==> config.mk <==
export PLATFORM = sky130hd
export DESIGN_NAME = dm_ctrl_flat
export DESIGN_NICKNAME = d
export VERILOG_FILES = /design/src/rtl/dm_ctrl_pkg.sv /design/src/rtl/dm_ctrl_if.sv /design/src/rtl/dm_rr_arb2.sv /design/src/rtl/dm_ctrl.sv /design/src/flat_wrapper.sv
export SDC_FILE = /design/constraint.sdc
export NUM_CORES = 1
export LEC_CHECK = 0
export CAP_MARGIN = 20
export CORE_UTILIZATION = 46
export DETAILED_ROUTE_END_ITERATION = 10
export PLACE_DENSITY = 0.84
export SLEW_MARGIN = 10
export SYNTH_ARGS = -nofsm -noshare
export SYNTH_HDL_FRONTEND = slang
export SYNTH_SLANG_ARGS = --single-unit
export TNS_END_PERCENT = 10
==> constraint.sdc <==
create_clock -name clk -period 2.6 [get_ports clk]
set_clock_uncertainty 0.15 [all_clocks]
set_input_delay 0.52 -clock clk [delete_from_list [all_inputs] [get_ports clk]]
set_output_delay 0.52 -clock clk [all_outputs]
set_load 0.005 [all_outputs]
==> src/rtl/dm_ctrl_pkg.sv <==
// rtl/dm_ctrl_pkg.sv - shared types and constants for the data-memory controller
package dm_ctrl_pkg;

  localparam int DM_ADDR_W = 12;
  localparam int DM_DATA_W = 32;
  localparam int DM_BE_W   = DM_DATA_W / 8;

  localparam logic [DM_BE_W-1:0] BE_FULL = 4'b1111;
  localparam logic [DM_BE_W-1:0] BE_NONE = 4'b0000;

  typedef enum logic [2:0] {
    IDLE,
    ISSUE,
    WAIT,
    MERGE,
    DONE
  } state_t;

endpackage

==> src/rtl/dm_ctrl_if.sv <==
// rtl/dm_ctrl_if.sv - requester ports and memory bus of the data-memory controller
interface dm_ctrl_if #(
  parameter int ADDR_W = 12,
  parameter int DATA_W = 32
);
  localparam int BE_W = DATA_W / 8;
  localparam int WA_W = ADDR_W - 2;

  logic              req0, req1;
  logic              we0, we1;
  logic [ADDR_W-1:0] addr0, addr1;
  logic [DATA_W-1:0] wdata0, wdata1;
  logic [BE_W-1:0]   be0, be1;
  logic              ack0, ack1;
  logic [DATA_W-1:0] rdata0, rdata1;

  logic [WA_W-1:0]   mem_addr;
  logic [DATA_W-1:0] mem_din;
  logic              mem_wr;
  logic              mem_rd;
  logic [DATA_W-1:0] mem_dout;

  logic              busy;
  logic              owner;

  // Requesters plus the memory itself sit on the master side.
  modport master (
    output req0, req1, we0, we1, addr0, addr1, wdata0, wdata1, be0, be1,
    input  ack0, ack1, rdata0, rdata1,
    input  mem_addr, mem_din, mem_wr, mem_rd,
    output mem_dout,
    input  busy, owner
  );

  modport slave (
    input  req0, req1, we0, we1, addr0, addr1, wdata0, wdata1, be0, be1,
    output ack0, ack1, rdata0, rdata1,
    output mem_addr, mem_din, mem_wr, mem_rd,
    input  mem_dout,
    output busy, owner
  );

endinterface

==> src/rtl/dm_rr_arb2.sv <==
// rtl/dm_rr_arb2.sv - combinational two-way round-robin picker
module dm_rr_arb2 (
  input  logic [1:0] req,
  input  logic       last,
  output logic       gnt_valid,
  output logic       gnt_idx
);

  // On a conflict the port that was not served last wins.
  assign gnt_valid = |req;
  assign gnt_idx   = (req == 2'b11) ? ~last : req[1];

endmodule

==> src/rtl/dm_ctrl.sv <==
// rtl/dm_ctrl.sv - two-port arbitrated data-memory controller with sub-word read-modify-write
module dm_ctrl
  import dm_ctrl_pkg::*;
#(
  parameter int ADDR_W = DM_ADDR_W,
  parameter int DATA_W = DM_DATA_W
) (
  input logic      clk,
  input logic      rst,
  dm_ctrl_if.slave bus
);

  localparam int BE_W = DATA_W / 8;
  localparam int WA_W = ADDR_W - 2;

  state_t            state_q, state_d;
  logic              owner_q, rr_last_q, we_q;
  logic [WA_W-1:0]   addr_q;
  logic [DATA_W-1:0] wdata_q, merged_q, merged_d;
  logic [BE_W-1:0]   be_q;
  logic [DATA_W-1:0] rdata0_q, rdata1_q;

  logic              gnt_valid, gnt_idx;
  logic              mem_rd_d, mem_wr_d, ack0_d, ack1_d;
  logic [WA_W-1:0]   mem_addr_d;
  logic [DATA_W-1:0] mem_din_d;

  dm_rr_arb2 u_arb (
    .req      ({bus.req1, bus.req0}),
    .last     (rr_last_q),
    .gnt_valid(gnt_valid),
    .gnt_idx  (gnt_idx)
  );

  always_comb begin
    merged_d = bus.mem_dout;
    for (int i = 0; i < BE_W; i++) begin
      if (be_q[i]) merged_d[8*i +: 8] = wdata_q[8*i +: 8];
    end
  end

  always_ff @(posedge clk) begin
    if (rst) begin
      state_q   <= IDLE;
      owner_q   <= 1'b0;
      rr_last_q <= 1'b1;
      we_q      <= 1'b0;
      addr_q    <= '0;
      wdata_q   <= '0;
      be_q      <= '0;
      merged_q  <= '0;
      rdata0_q  <= '0;
      rdata1_q  <= '0;
    end else begin
      state_q <= state_d;
      // Fields are captured once at grant so requesters may change them afterwards.
      if (state_q == IDLE && gnt_valid) begin
        owner_q   <= gnt_idx;
        rr_last_q <= gnt_idx;
        we_q      <= gnt_idx ? bus.we1 : bus.we0;
        addr_q    <= gnt_idx ? bus.addr1[ADDR_W-1:2] : bus.addr0[ADDR_W-1:2];
        wdata_q   <= gnt_idx ? bus.wdata1 : bus.wdata0;
        be_q      <= gnt_idx ? bus.be1 : bus.be0;
      end
      if (state_q == WAIT) begin
        if (we_q) begin
          merged_q <= merged_d;
        end else if (owner_q) begin
          rdata1_q <= bus.mem_dout;
        end else begin
          rdata0_q <= bus.mem_dout;
        end
      end
    end
  end

  always_comb begin
    state_d    = state_q;
    mem_rd_d   = 1'b0;
    mem_wr_d   = 1'b0;
    mem_addr_d = '0;
    mem_din_d  = '0;
    ack0_d     = 1'b0;
    ack1_d     = 1'b0;
    case (state_q)
      IDLE: begin
        if (gnt_valid) state_d = ISSUE;
      end
      ISSUE: begin
        if (we_q && be_q == BE_FULL) begin
          mem_wr_d   = 1'b1;
          mem_din_d  = wdata_q;
          mem_addr_d = addr_q;
          state_d    = DONE;
        end else if (we_q && be_q == BE_NONE) begin
          state_d = DONE;
        end else begin
          mem_rd_d   = 1'b1;
          mem_addr_d = addr_q;
          state_d    = WAIT;
        end
      end
      WAIT: begin
        state_d = we_q ? MERGE : DONE;
      end
      MERGE: begin
        mem_wr_d   = 1'b1;
        mem_din_d  = merged_q;
        mem_addr_d = addr_q;
        state_d    = DONE;
      end
      DONE: begin
        ack0_d  = ~owner_q;
        ack1_d  = owner_q;
        state_d = IDLE;
      end
      default: state_d = IDLE;
    endcase
    // Reset must suppress the write strobe so an aborted MERGE cannot corrupt memory.
    if (rst) begin
      mem_rd_d   = 1'b0;
      mem_wr_d   = 1'b0;
      mem_addr_d = '0;
      mem_din_d  = '0;
      ack0_d     = 1'b0;
      ack1_d     = 1'b0;
    end
  end

  assign bus.mem_rd   = mem_rd_d;
  assign bus.mem_wr   = mem_wr_d;
  assign bus.mem_addr = mem_addr_d;
  assign bus.mem_din  = mem_din_d;
  assign bus.ack0     = ack0_d;
  assign bus.ack1     = ack1_d;
  assign bus.rdata0   = rdata0_q;
  assign bus.rdata1   = rdata1_q;
  assign bus.busy     = (state_q != IDLE);
  assign bus.owner    = owner_q;

endmodule

==> src/flat_wrapper.sv <==
// flat-port wrapper written by rule: the top's interface ports become plain ports
module dm_ctrl_flat import dm_ctrl_pkg::*;
#(
  parameter int ADDR_W = DM_ADDR_W,
  parameter int DATA_W = DM_DATA_W
)
  (clk, rst, bus_req0, bus_req1, bus_we0, bus_we1, bus_addr0, bus_addr1, bus_wdata0, bus_wdata1, bus_be0, bus_be1, bus_ack0, bus_ack1, bus_rdata0, bus_rdata1, bus_mem_addr, bus_mem_din, bus_mem_wr, bus_mem_rd, bus_mem_dout, bus_busy, bus_owner);
  dm_ctrl_if #(.ADDR_W(ADDR_W), .DATA_W(DATA_W)) bus_i ();
  input logic clk;
  input logic rst;
  input wire logic [$bits(bus_i.req0)-1:0] bus_req0;
  input wire logic [$bits(bus_i.req1)-1:0] bus_req1;
  input wire logic [$bits(bus_i.we0)-1:0] bus_we0;
  input wire logic [$bits(bus_i.we1)-1:0] bus_we1;
  input wire logic [$bits(bus_i.addr0)-1:0] bus_addr0;
  input wire logic [$bits(bus_i.addr1)-1:0] bus_addr1;
  input wire logic [$bits(bus_i.wdata0)-1:0] bus_wdata0;
  input wire logic [$bits(bus_i.wdata1)-1:0] bus_wdata1;
  input wire logic [$bits(bus_i.be0)-1:0] bus_be0;
  input wire logic [$bits(bus_i.be1)-1:0] bus_be1;
  output wire logic [$bits(bus_i.ack0)-1:0] bus_ack0;
  output wire logic [$bits(bus_i.ack1)-1:0] bus_ack1;
  output wire logic [$bits(bus_i.rdata0)-1:0] bus_rdata0;
  output wire logic [$bits(bus_i.rdata1)-1:0] bus_rdata1;
  output wire logic [$bits(bus_i.mem_addr)-1:0] bus_mem_addr;
  output wire logic [$bits(bus_i.mem_din)-1:0] bus_mem_din;
  output wire logic [$bits(bus_i.mem_wr)-1:0] bus_mem_wr;
  output wire logic [$bits(bus_i.mem_rd)-1:0] bus_mem_rd;
  input wire logic [$bits(bus_i.mem_dout)-1:0] bus_mem_dout;
  output wire logic [$bits(bus_i.busy)-1:0] bus_busy;
  output wire logic [$bits(bus_i.owner)-1:0] bus_owner;
  assign bus_i.req0 = bus_req0;
  assign bus_i.req1 = bus_req1;
  assign bus_i.we0 = bus_we0;
  assign bus_i.we1 = bus_we1;
  assign bus_i.addr0 = bus_addr0;
  assign bus_i.addr1 = bus_addr1;
  assign bus_i.wdata0 = bus_wdata0;
  assign bus_i.wdata1 = bus_wdata1;
  assign bus_i.be0 = bus_be0;
  assign bus_i.be1 = bus_be1;
  assign bus_ack0 = bus_i.ack0;
  assign bus_ack1 = bus_i.ack1;
  assign bus_rdata0 = bus_i.rdata0;
  assign bus_rdata1 = bus_i.rdata1;
  assign bus_mem_addr = bus_i.mem_addr;
  assign bus_mem_din = bus_i.mem_din;
  assign bus_mem_wr = bus_i.mem_wr;
  assign bus_mem_rd = bus_i.mem_rd;
  assign bus_i.mem_dout = bus_mem_dout;
  assign bus_busy = bus_i.busy;
  assign bus_owner = bus_i.owner;
  dm_ctrl #(.ADDR_W(ADDR_W), .DATA_W(DATA_W)) u_core (.clk(clk), .rst(rst), .bus(bus_i));
endmodule
==> reports/results.txt, run 1 <==
Status: finished with violations
Failing checks: setup timing
Most common cell in the netlist: dfxtp_1
Top cell type's share of synthesized area: 41.31%
Gate Count Post-Synth: 815
Cell variety after synth: 39
Max Slew Vio Count: 0
Hold Crit Endpoint: u_core.bus.rdata1[24]
CP required: 1930 ps
Power per cell area: 857.0 nW/µm²
CTS tree: done
Least-Margin Pin Slew: 655.6 ps
Die height: 126.9 µm
Synth top cells by count: 148 x dfxtp_1, 144 x nand2b_1, 96 x mux2i_1, 95 x inv_1, 60 x nand3_1
Core region area: 15,200 µm²
Area leader, netlist: dfxtp_1
Die area: 16,090 µm²
Worst-Skew Late Latency: 420 ps
Final period utilization: 108.5%
Post-synth EDFFs: 0
Ports: 246
# diodes: 0
Routed len/inst: 17.67 µm
Setup CP Type: reg -> out
Detailed-placement wirelength estimate: 14,740 µm
P_sw: 3033 µW
Combinational power share: 35.3%
FF+latch count, synth: 148
Register area share after synthesis: 41.31%
Hold Crit Class: reg -> reg
Startpoint Class: flip-flop
Area Overhead vs Synth: 48.76%
Slew headroom: 56.30%
Ys Warns: 0
CP arrival: 2150 ps
Switch share: 33.18%
Top cells by area, synth: dfxtp_1 41%, mux2i_1 13%, nand2b_1 13%
Crit end category: output pin
Initial antenna violation count: 0
Fmax: 354.5 MHz
Reg2reg setup slack: 410 ps
Post-DRT Antenna Nets: 0
FF-to-FF path depth: 6
Number of global-route vias before repair: 6,507
Fin crit period: 2821 ps
Mapped Nets: 949
Syn Area/Cell: 8.800 µm²
PortBufs: 241
Pin count of the biggest net entering global routing: 79
Chip width: 126.9 µm
Pleak: 0.004428 µW
Total CTS buffers: 17
Setup ws final: -220.5 ps
P_int: 6110 µW
Root Buffer: clkbuf_16
Cell Count Post-Placement: 1,206
Routed WL: 22,050 µm
Hold buffers post-CTS: 0
Synth async-reset ratio: 0%
Reg clk slew, reported paths: 60 ps
Syn Std Cell Area: 7172 µm²
Final core utilization: 70.18%
First-pass detailed-route iteration total: 7
WHS Path Cells: 2
DR vias/cell: 5.454
Clk network pwr share: 28.7%
Max VDD drop: 0.5234 mV
Gp weighted congestion: 0.7983
Ys flop type: dfxtp_1
Max clock buf depth: 2
DR iter-0 viols: 745
DR vias: 6,807
Max Cap Violations: 0
Number of H-tree levels: 4
Sink Count: 148
Total Routing Usage GR: 27.44%
HP Start: u_core.bus.rdata1[24]
Nets: 1,181
Unrepaired setup endpoints after global routing: true
Total grt overflow: 0
FF-to-FF End: u_core.addr_q[6]
Endpoints failing setup: 21
R2r startpoint: u_core.state_q[2]
Share of cells above drive strength 1: 10.38%
Max FO, Critical Path: 5
Initial Util: 47.18%
Layout Cells excl Fill: 1,248
Rows: 45
Final number of hold-violating endpoints: 0
Flop pwr share: 36.0%
First-pass GRT wire length: 34,380 µm
DR DRC count: 0
-- power groups by stage --
stage,Sequential [µW],Combinational [µW],Clock [µW]
3_3_place_gp,3290,2990,0
5_1_grt,3360,3470,2750
2_1_floorplan,3190,1860,0
6_report,3290,3230,2620
4_1_cts,3280,3130,2650
3_5_place_dp,3310,3060,0
-- placed cells by master, fill, tap and decap left out, types with 2 or more instances in the layout --
cell | synthesis | final
buf_12 | 0 | 11
dlymetal6s2s_1 | 0 | 4
o21ai_2 | 0 | 6
nor2_1 | 36 | 36
clkdlybuf4s50_1 | 0 | 206
nor2b_1 | 2 | 2
nand4_1 | 2 | 2
a21oi_1 | 4 | 4
and2_1 | 11 | 10
o21ai_1 | 0 | 13
clkbuf_2 | 1 | 7
buf_6 | 5 | 3
dlygate4sd2_1 | 0 | 22
clkinv_4 | 0 | 4
clkbuf_16 | 0 | 19
mux2i_1 | 96 | 96
o21ai_0 | 33 | 14
nand2_1 | 7 | 7
a211oi_1 | 32 | 32
nand2b_1 | 144 | 143
nor4b_1 | 2 | 2
inv_6 | 0 | 2
bufinv_16 | 0 | 4
dfxtp_2 | 0 | 5
and3_1 | 4 | 3
clkinvlp_4 | 0 | 4
a222oi_1 | 46 | 46
nand3_1 | 60 | 60
dfxtp_1 | 148 | 143
buf_4 | 0 | 31
inv_1 | 95 | 95
-- repair_timing --
action                     CTS  global route
buffers inserted             2             5
pin swaps                    1             1
setup endpoints to repair   44            37
gates resized for setup     55            32
gates cloned                 1             2
-- cell families (layout without fill, tap and decap cells) --
group | count (synthesis) | in the layout | share of synthesized area [%]
multiplexers | 96 | 96 | 13.40
flip-flops | 148 | 148 | 41.31
AND/OR/NAND/NOR | 281 | 281 | 22.58
buffers and inverters | 170 | 415 | 9.682
AO/OA/AOI/OAI | 120 | 120 | 13.03
-- metal layers --
layer	track usage [%]	up-vias	part of all wire, %	wire (µm)
met1	35.39	3221	42	9369
met2	45.54	285	49	10750
met3	5.399	31	6.8	1499
li1	-	3270	-	-
met5	0	-	0	0
met4	9.874	0	1.9	423
-- worst max-delay path by stage --
| stage | startpoint | to | slack, ps | depth (start not counted) |
|---|---|---|---|---|
| after detailed placement | rst | bus_mem_addr[2] | -160 | 6 |
| final | u_core.state_q[2] | bus_mem_addr[9] | -220 | 5 |
| after global routing | u_core.state_q[2] | bus_mem_addr[0] | -280 | 5 |
| after CTS | u_core.state_q[2] | bus_mem_addr[0] | -250 | 5 |
| after global placement | rst | bus_mem_addr[7] | -150 | 6 |
| after floorplan | rst | bus_mem_addr[0] | 300 | 4 |
-- flip-flops by register name, summed over array words and instances, names as in the netlist --
signal,flops
u_core.rr_last_q,1
u_core.we_q,1
u_core.wdata_q,32
u_core.bus.rdata1,32
u_core.bus.rdata0,32
u_core.addr_q,10
u_core.merged_q,32
u_core.state_q,3
u_core.bus.owner,1
u_core.be_q,4
-- worst max-delay path: stages, from the launching register on --
cell	delay [ps]
dfxtp_2	350
or3b_4	420
a31oi_4	210
buf_6	150
and2_1	120
clkdlybuf4s50_1	490
-- stage by stage --
step / total power [µW] / setup TNS, ps / hold slack (ps) / area (µm²) / setup WS [ps]
2_1_floorplan: 5051 / 0 / 315.0 / 7172 / 303.4
3_3_place_gp: 6281 / -3515 / 308.5 / 9887 / -149.3
3_5_place_dp: 6367 / -4011 / 311.5 / 9887 / -160.3
4_1_cts: 9063 / -3091 / 324.3 / 10570 / -251.0
5_1_grt: 9580 / -4860 / 339.9 / 10670 / -283.2
6_report: 9144 / -2396 / 321.4 / 10670 / -220.5
-- final cells by class --
class                           instances  area [µm²]
Clock inverter                         14       202.7
Fill cell                            1192        4533
Tap cell                              188       235.2
Sequential cell                       148        2969
Clock buffer                           18       429.2
Multi-Input combinational cell        497        3586
Timing Repair Buffer                  287        2887
Inverter                               96       360.3
(Power assumes the default switching activity.)
==> run 2: changes to the inputs <==
--- a/config.mk
+++ b/config.mk
@@ -13,4 +13,4 @@
 export SYNTH_ARGS = -nofsm -noshare
 export SYNTH_HDL_FRONTEND = slang
 export SYNTH_SLANG_ARGS = --single-unit
-export TNS_END_PERCENT = 10
+export TNS_END_PERCENT = 50
==> constraint.sdc (replaced) <==
create_clock -name clk -period 2.6 [get_ports clk]
set_clock_uncertainty 0.15 [all_clocks]
set_input_delay 0.52 -clock clk [delete_from_list [all_inputs] [get_ports clk]]
set_output_delay 0.52 -clock clk [all_outputs]
set_load 0.1 [all_outputs]
==> run 2 against run 1 <==
Effect of this change:
- the flow now finishes without violations
- global-route usage up 0.056 points
- sequential share of layout area down 1.2 points
- count of clock-buffer cells in the layout unchanged
- first-iteration DRC count down 25%
- routed wire length about the same
- final cell count down 0.96%
- sequential power up 2%
- combinational power up 30%
- die area unchanged
- fmax up 11%
- largest power group is now combinational cells
==> reports/results.txt, run 2 (synthesis gave the netlist of run 1 again) <==
Share of cells above drive strength 1: 23.66%
Pin count of the biggest net entering global routing: 132
Reg2reg setup slack: 390 ps
CP cell instances: and4_4 -> nand2_8 -> buf_12 -> o21ai_4 -> buf_12
CTS tree: done
Total Routing Usage GR: 27.49%
Pleak: 0.004563 µW
Final period utilization: 98.16%
First-pass GRT wire length: 34,580 µm
HP Start: rst
WHS Path Cells: 3
Max Slew Vio Count: 0
DR vias: 6,736
Endpoints failing setup: 0
R2r startpoint: u_core.state_q[2]
Final number of hold-violating endpoints: 0
Chip width: 126.9 µm
Power per cell area: 884.8 nW/µm²
Final core utilization: 73.65%
CP required: 1930 ps
Max clock buf depth: 2
Worst-Skew Late Latency: 430 ps
Max Cap Violations: 0
Hold Crit Class: in -> reg
Worst slack at placement: 124.6 ps
Rows: 45
Hold Crit Endpoint: u_core.state_q[1]
# diodes: 0
Setup CP Type: reg -> out
Setup ws final: 47.92 ps
Startpoint Class: flip-flop
Gp weighted congestion: 0.8031
First-pass detailed-route iteration total: 9
FF-to-FF path depth: 6
Nets: 1,169
Die area: 16,090 µm²
Detailed-placement wirelength estimate: 15,180 µm
Initial Util: 47.18%
Number of H-tree levels: 4
Crit-path slowest cell: dfxtp_4
Cell Count Post-Placement: 1,198
Max VDD drop: 0.6663 mV
PortBufs: 241
Slew headroom: 28.79%
FF-to-FF End: u_core.wdata_q[3]
Die height: 126.9 µm
CP arrival: 1880 ps
Most frequent cells in the layout: 143 x nand2b_1, 141 x dfxtp_1, 128 x clkdlybuf4s50_1, 96 x mux2i_1, 95 x inv_1
Total CTS buffers: 17
Initial antenna violation count: 0
DR iter-0 viols: 561
Crit end category: output pin
DR vias/cell: 5.450
DR DRC count: 0
Routed len/inst: 17.83 µm
Most used cell, CP: buf_12
Area Overhead vs Synth: 56.12%
TNS Setup: 0 ps
Post-DRT Antenna Nets: 0
Reg clk slew, reported paths: 60 ps
Status: finished, final reports clean
Least-Margin Pin Slew: 1068 ps
Core region area: 15,200 µm²
Number of global-route vias before repair: 6,617
Total grt overflow: 0
Max FO, Critical Path: 15
Sink Count: 148
Fmax: 391.8 MHz
Layout Cells excl Fill: 1,236
Hold buffers post-CTS: 0
Ports: 246
Most common library cell in the layout ignoring fill and taps: nand2b_1
Root Buffer: clkbuf_16
CP Launch Point: u_core.be_q[3]
Fin crit period: 2552 ps
Routed WL: 22,040 µm
Crit path largest cell delay: 410 ps
## run 2: cell types whose count changed in the layout (fill, tap and decap cells not counted), sizes merged
cell | previous run | this run
dlymetal6s2s | 4 | 0
buf | 45 | 145
clkdlybuf4s15 | 1 | 0
inv | 98 | 99
clkbuf | 27 | 20
clkinvlp | 4 | 5
clkdlybuf4s50 | 206 | 128
clkinv | 4 | 5
dlygate4sd2 | 22 | 0
bufinv | 4 | 1
## run 2: routing by layer
metal,wire length (µm),share of wire [%],GRT usage (%)
met1,9226,42,34.23
met5,0,0,0
met4,635,2.9,11.97
met3,1297,5.9,5.778
met2,10880,49,45.90
## run 2: how the worst max path moves through the flow
stage | to | slack (ps) | cells after the start
floorplan | bus_mem_wr | -200 | 4
global placement | bus_mem_addr[8] | 140 | 6
detailed placement | bus_mem_addr[9] | 120 | 6
CTS | bus_mem_addr[9] | 1 | 5
global route | bus_mem_din[24] | -7 | 6
finish | bus_mem_din[17] | 50 | 5
## run 2: where the power goes
part	switching, µW	internal [µW]
Sequential	470	2880
Combinational	2630	1570
Clock	1020	1320
## run 2: stage by stage
| stage | instance area, µm² | total power [µW] | hold WS [ps] |
|---|---|---|---|
| finish | 11200 | 9907 | 276.1 |
| global route | 11200 | 10340 | 275.7 |
| CTS | 11070 | 9794 | 252.4 |
| detailed placement | 10480 | 7406 | 312.6 |
| global placement | 10480 | 7318 | 310.0 |
| floorplan | 7543 | 6145 | 319.8 |
## run 2: critical path, delay by kind of cell (launching register included)
kind / cells / cell delay (ps)
AND/OR/NAND/NOR: 2 / 420
buffers and inverters: 2 / 410
flip-flops: 1 / 410
AO/OA/AOI/OAI: 1 / 200
## run 2: layout make-up
| type | instances | area (µm²) |
|---|---|---|
| Fill cell | 1087 | 4005 |
| Multi-Input combinational cell | 497 | 3960 |
| Timing Repair Buffer | 275 | 3103 |
| Sequential cell | 148 | 2979 |
| Clock buffer | 18 | 429.2 |
| Inverter | 96 | 360.3 |
| Tap cell | 188 | 235.2 |
| Clock inverter | 14 | 130.1 |
## run 2: timing repair
action	CTS	global route
pin swaps	0	4
gates resized for setup	13	10
cloned	0	2
setup buffers	0	4
endpoints found under the setup margin	42	28
